### config.mk
export PLATFORM = sky130hd
export DESIGN_NAME = can_rx_destuff
export DESIGN_NICKNAME = d
export VERILOG_FILES = /design/src/rtl/can_rx_destuff.sv
export SDC_FILE = /design/constraint.sdc
export NUM_CORES = 1
export LEC_CHECK = 0
export BUFFER_PORTS_ARGS = -buffer_cell sky130_fd_sc_hd__buf_2
export CAP_MARGIN = 20
export CORE_MARGIN = 4
export CORE_UTILIZATION = 49
export CTS_BUF_LIST = sky130_fd_sc_hd__clkbuf_4 sky130_fd_sc_hd__clkbuf_8
export CTS_CLUSTER_DIAMETER = 120
export CTS_CLUSTER_SIZE = 12
export DETAILED_ROUTE_END_ITERATION = 8
export GPL_TIMING_DRIVEN = 1
export PLACE_DENSITY_LB_ADDON = 0.08
export SLEW_MARGIN = 25
export SYNTH_ARGS = -nofsm -noshare
export SYNTH_HDL_FRONTEND = slang
export SYNTH_SLANG_ARGS = --single-unit
### constraint.sdc
create_clock -name clk -period 2.89 [get_ports clk]
set_input_delay 0.1445 -clock clk [delete_from_list [all_inputs] [get_ports clk]]
set_output_delay 0.1445 -clock clk [all_outputs]
set_load 0.05 [all_outputs]
### src/rtl/can_rx_destuff.sv
// can_rx_destuff: CAN 2.0A standard-frame receiver with bit destuffing, CRC-15, form checks and ACK request.
//   clk, rst_n   clock, asynchronous active-low reset
//   baud_tick    one-clk strobe at the bit sample point; all state advances only on it
//   rx           synchronized bus level (1 = recessive)
//   rxing        frame reception in progress (SOF until EOF end or error)
//   ack_drive    request to drive dominant during the ACK slot
//   rx_address, rx_rtr, rx_dlc, rx_data  fields of the last good frame, updated with rx_valid
//   rx_valid, stuff_err, crc_err, form_err  one-clk pulses
module can_rx_destuff #(
  parameter int IDLE_BITS = 11,
  parameter int EOF_BITS  = 7,
  parameter int STUFF_RUN = 5
) (
  input  logic        clk,
  input  logic        rst_n,
  input  logic        baud_tick,
  input  logic        rx,
  output logic        rxing,
  output logic        ack_drive,
  output logic [10:0] rx_address,
  output logic        rx_rtr,
  output logic [3:0]  rx_dlc,
  output logic [63:0] rx_data,
  output logic        rx_valid,
  output logic        stuff_err,
  output logic        crc_err,
  output logic        form_err
);
  typedef enum logic [3:0] {IDLE, WAIT_SOF, ARB, CTRL, DATA, CRC, CRC_DEL, ACK, ACK_DEL, EOF, ERROR} state_t;
  localparam logic [6:0] IDLE_LAST = 7'(IDLE_BITS - 1);
  localparam logic [6:0] EOF_LAST  = 7'(EOF_BITS - 1);
  localparam logic [2:0] RUN       = 3'(STUFF_RUN);
  state_t      state, state_n;
  logic [6:0]  cnt, cnt_n;
  logic [2:0]  run_len, run_len_n;
  logic        run_val, run_val_n;
  logic [14:0] crc, crc_n, crc_rx, crc_rx_n, crc_upd;
  logic [11:0] arb, arb_n;
  logic [2:0]  ctrl, ctrl_n;
  logic [3:0]  dlc, dlc_n, dlc_w, nbytes, nbytes_n;
  logic [63:0] data, data_n;
  logic        rxing_n, ack_n, valid_n, stuff_n, crc_err_n, form_n;
  logic        destuff, is_stuff;
  assign destuff  = state inside {ARB, CTRL, DATA, CRC};
  assign is_stuff = destuff && run_len == RUN;
  assign crc_upd  = {crc[13:0], 1'b0} ^ ((rx ^ crc[14]) ? 15'h4599 : 15'h0);
  assign dlc_w    = {ctrl, rx};
  always_comb begin
    state_n = state;
    cnt_n = cnt;
    run_len_n = run_len;
    run_val_n = run_val;
    crc_n = crc;
    crc_rx_n = crc_rx;
    arb_n = arb;
    ctrl_n = ctrl;
    dlc_n = dlc;
    nbytes_n = nbytes;
    data_n = data;
    rxing_n = rxing;
    ack_n = ack_drive;
    valid_n = 1'b0;
    stuff_n = 1'b0;
    crc_err_n = 1'b0;
    form_n = 1'b0;
    if (is_stuff) begin
      // stuff bit is dropped from field and CRC but starts a new run of its own value
      run_len_n = 3'd1;
      run_val_n = rx;
      stuff_n = rx == run_val;
    end else begin
      if (destuff) begin
        run_len_n = rx == run_val ? run_len + 3'd1 : 3'd1;
        run_val_n = rx;
      end
      if (state inside {ARB, CTRL, DATA}) crc_n = crc_upd;
      case (state)
        IDLE: begin
          cnt_n = rx ? cnt + 7'd1 : 7'd0;
          if (rx && cnt == IDLE_LAST) begin
            state_n = WAIT_SOF;
            cnt_n = '0;
          end
        end
        WAIT_SOF: if (!rx) begin
          // SOF: a dominant bit fed into a zero CRC leaves it zero, so clearing covers it
          state_n = ARB;
          rxing_n = 1'b1;
          crc_n = '0;
          cnt_n = '0;
          run_len_n = 3'd1;
          run_val_n = 1'b0;
          data_n = '0;
        end
        ARB: begin
          arb_n = {arb[10:0], rx};
          cnt_n = cnt + 7'd1;
          if (cnt == 7'd11) begin
            state_n = CTRL;
            cnt_n = '0;
          end
        end
        CTRL: begin
          ctrl_n = {ctrl[1:0], rx};
          cnt_n = cnt + 7'd1;
          form_n = cnt == 7'd0 && rx;
          if (cnt == 7'd5) begin
            dlc_n = dlc_w;
            nbytes_n = arb[0] ? 4'd0 : (dlc_w > 4'd8 ? 4'd8 : dlc_w);
            state_n = (arb[0] || dlc_w == 4'd0) ? CRC : DATA;
            cnt_n = '0;
          end
        end
        DATA: begin
          data_n[~cnt[5:0]] = rx;
          cnt_n = cnt + 7'd1;
          if (cnt == {nbytes, 3'b000} - 7'd1) begin
            state_n = CRC;
            cnt_n = '0;
          end
        end
        CRC: begin
          crc_rx_n = {crc_rx[13:0], rx};
          cnt_n = cnt + 7'd1;
          if (cnt == 7'd14) begin
            state_n = CRC_DEL;
            cnt_n = '0;
          end
        end
        CRC_DEL: begin
          crc_err_n = crc_rx != crc;
          form_n = crc_rx == crc && !rx;
          ack_n = crc_rx == crc && rx;
          state_n = ACK;
        end
        ACK: begin
          ack_n = 1'b0;
          state_n = ACK_DEL;
        end
        ACK_DEL: begin
          form_n = !rx;
          state_n = EOF;
          cnt_n = '0;
        end
        EOF: begin
          cnt_n = cnt + 7'd1;
          valid_n = cnt == EOF_LAST;
          form_n = cnt != EOF_LAST && !rx;
          if (valid_n) begin
            state_n = WAIT_SOF;
            rxing_n = 1'b0;
            cnt_n = '0;
          end
        end
        default: begin
          state_n = IDLE;
          rxing_n = 1'b0;
          ack_n = 1'b0;
          cnt_n = '0;
        end
      endcase
    end
    if (stuff_n || crc_err_n || form_n) begin
      state_n = ERROR;
      rxing_n = 1'b0;
      ack_n = 1'b0;
      cnt_n = '0;
    end
  end
  always_ff @(posedge clk or negedge rst_n) begin
    if (!rst_n) begin
      state <= IDLE;
      cnt <= '0;
      run_len <= '0;
      run_val <= 1'b0;
      crc <= '0;
      crc_rx <= '0;
      arb <= '0;
      ctrl <= '0;
      dlc <= '0;
      nbytes <= '0;
      data <= '0;
      rxing <= 1'b0;
      ack_drive <= 1'b0;
      rx_address <= '0;
      rx_rtr <= 1'b0;
      rx_dlc <= '0;
      rx_data <= '0;
      rx_valid <= 1'b0;
      stuff_err <= 1'b0;
      crc_err <= 1'b0;
      form_err <= 1'b0;
    end else begin
      rx_valid <= 1'b0;
      stuff_err <= 1'b0;
      crc_err <= 1'b0;
      form_err <= 1'b0;
      if (baud_tick) begin
        state <= state_n;
        cnt <= cnt_n;
        run_len <= run_len_n;
        run_val <= run_val_n;
        crc <= crc_n;
        crc_rx <= crc_rx_n;
        arb <= arb_n;
        ctrl <= ctrl_n;
        dlc <= dlc_n;
        nbytes <= nbytes_n;
        data <= data_n;
        rxing <= rxing_n;
        ack_drive <= ack_n;
        rx_valid <= valid_n;
        stuff_err <= stuff_n;
        crc_err <= crc_err_n;
        form_err <= form_n;
        if (valid_n) begin
          rx_address <= arb[11:1];
          rx_rtr <= arb[0];
          rx_dlc <= dlc;
          rx_data <= data;
        end
      end
    end
  end
endmodule

==> flow_summary.ini <==
[placement]
gp_congestion = 0.943
dp_hpwl_um = 16800
dp_cells = 1201
port_buffers = 89

[global_routing]
grt_pass1_wl_um = 39300
antenna_found_initial = 0
grt_overflow = 0
grt_pass1_vias = 7061
grt_max_degree = 80
grt_usage_pct = 22.0

[pwr]
p_leak_nw = 5.52
finalPower_mw = 7.63
ir_drop_uv = 518
power.density_mw_per_mm2 = 694

[routing]
drc_errors = 0
via_count = 7114
drtPass1Iterations = 4
drtIter0Drc = 339
ant_nets = 0
wirelength_um = 24500
routed_via_density = 5.80
wl_per_cell_um = 19.9

[cells_and_area]
final_layout_size_suffix_gt1_share_pct = 27.2
area_delta_synth_final_pct = 11.4
insertedDiodeCount = 0
final_cells = 1227
nets = 973

[synthesis]
synthesis.nets = 879
synth_top_cell_by_area = dfrtp_1
netlist_area_mm2 = 0.00987
synth.avg_cell_area_um2 = 11.4
ys_top_cells_by_count = dfrtp_1 (218), o21ai_0 (129), mux2_2 (97)
synth-edff-count = 0
async_flop_share_pct = 100
synth-main-ff-cell = dfrtp_1
syn_inst = 868
ys_ff_latch = 218
synth.top_cell.area_share_pct = 55.3
ys_top_cells_by_area = dfrtp_1 (55%), mux2_2 (11%), o21ai_0 (6.5%)
synth-seq-area-share_pct = 55.3
yosysMostFrequentCell = dfrtp_1
synth_cell_types = 62
yosys_warnings = 0

[worst_setup_path]
critPathKind = register to register
cp_num_buf_inv = 0
arrival_ps = 3250
cp_cell_sequence = or4b_1, o41ai_1, a21oi_2, nand2_1, or3_1, a211oi_1, a21o_1
crit_cells = 7
cp-end-kind = register
start_kind = register
cp.required_ps = 3350
cp_top_family = simple AND/OR/NAND/NOR gates
cp_slowest_cell = dfrtp_1
reg2reg_depth = 7
crit_path_max_fanout = 15
slowest_delay_ps = 650

[timing]
tns_ps = 0
finalCritPeriodShare_pct = 96.5
fin_crit_ps = 2790
max_clock_freq_mhz = 358
slew_viol_final = 0
hold_violations = 0
fin_skew_ps = 50.0
tightest_slew_ps = 938
max_slew_margin_pct = 37.0
rsz0062_at_grt = false
finalSetupViolCount = 0
whs_ps = 63.3

[floorplanning]
dieArea_mm2 = 0.0225
io_pins = 90
initial_utilization_pct = 50.2
die_w_um = 150
die_y_um = 150
rows = 51
coreArea_mm2 = 0.0197

[job]
cap_viol_max_count = 0

[min_path]
min_delay_path_depth = 3
min_path_type = input port to register

[clocking]
cts_num_sinks = 218
insertion_delay_ps = 550
cts_tree = done
cts_setup_buffers = 0
clockBufferDepth = 3
clkTransAtPathRegs_ps = 100
cts_max_level = 1
cts_root_buf = clkbuf_8
cts_buffers = 22

[run_status]
status = finished, final reports clean
[power by group]
part	total [mW]	switching [mW]	internal (mW)
Clock	1.74	1.02	0.718
Sequential	3.71	0.365	3.34
Combinational	2.18	1.34	0.842
Total	7.63	2.73	4.90
[final cells by class]
cell class	instances	area [um^2]
Inverter	8	30.0
Tap cell	265	332
Multi-Input combinational cell	588	4090
Fill cell	1722	8660
Clock buffer	23	317
Clock inverter	1	11.3
Sequential cell	218	5460
Timing Repair Buffer	124	759
[sequential cells by signal, indices dropped and copies added (netlist names), 3 cells and up]
register / count
rx_address: 11
data: 64
nbytes: 4
dlc: 4
cnt: 7
run_len: 3
rx_data: 64
arb: 12
crc: 15
ctrl: 3
crc_rx: 15
state: 4
rx_dlc: 4
[worst paths after layout]
kind	endpoint	slack, ps	startpoint
max	cnt[6]	100	state[1]
min	nbytes[0]	60	rx
max reg2reg	cnt[6]	100	state[1]
min reg2reg	rx_data[48]	480	rx_data[48]
max in group asynchronous	data[52]	1880	rst_n
min in group asynchronous	data[35]	130	rst_n
[cells by family (layout without fill, tap and decap cells)]
group | Yosys count | after routing | share of synthesized area, %
and+or+nand+nor | 177 | 177 | 9.57
muxes | 126 | 126 | 14.2
AOI/OAI and AO/OA | 247 | 247 | 13.9
xor gates and xnor gates | 30 | 30 | 2.74
buffers and inverters | 62 | 156 | 3.32
adders and majority gates | 8 | 8 | 0.989
DFF | 218 | 218 | 55.3
[per-layer routing]
metal,vias up,track usage [%],wire length (um)
li1,3275,-,-
met1,3554,31.7,10900
met2,254,35.7,11700
met3,31,3.18,1460
met4,0,4.71,420
met5,-,0,0
[layout by cell type (no fill, tap or decap), types with 3 or more instances in the layout]
cell / netlist / final
ha_1: 7 / 7
a21oi_2: 3 / 3
inv_1: 8 / 8
nor3_1: 11 / 11
or3_1: 8 / 7
and3_1: 8 / 8
buf_4: 1 / 30
clkbuf_8: 0 / 24
dfrtp_1: 218 / 218
a21oi_1: 71 / 71
nand3_1: 9 / 9
nor2_1: 39 / 39
buf_12: 0 / 3
or2_2: 3 / 3
a211oi_1: 6 / 6
and2_1: 7 / 7
nor3b_1: 4 / 4
xor2_1: 18 / 18
nor3_2: 3 / 3
nand2_1: 46 / 46
nand4_1: 6 / 6
o21ai_0: 129 / 129
nand2b_1: 11 / 11
mux2i_1: 14 / 14
buf_2: 13 / 88
a21o_1: 6 / 6
nor2b_1: 6 / 6
nor4_1: 7 / 7
mux2_1: 15 / 15
xnor2_1: 11 / 11
o21ai_1: 11 / 11
mux2_2: 97 / 97
[what timing repair did]
item,CTS,global route
hold buffers,2,0
resized for setup,0,0
endpoints found under the hold margin,87,0
[per-stage QoR]
step | util [%] | area, um^2 | setup slack, ps
after floorplan | - | 9870 | 500
after global placement | 54.2 | 10600 | 286
after global routing | 55.9 | 11000 | 7.51
after detailed placement | 54.2 | 10600 | 277
after CTS | 55.9 | 11000 | 222
final | 55.9 | 11000 | 101
[worst min-delay path: stages]
cell	delay [ps]
buf_2	240
nand2_1	100
o21ai_0	60
(Power assumes the default switching activity.)
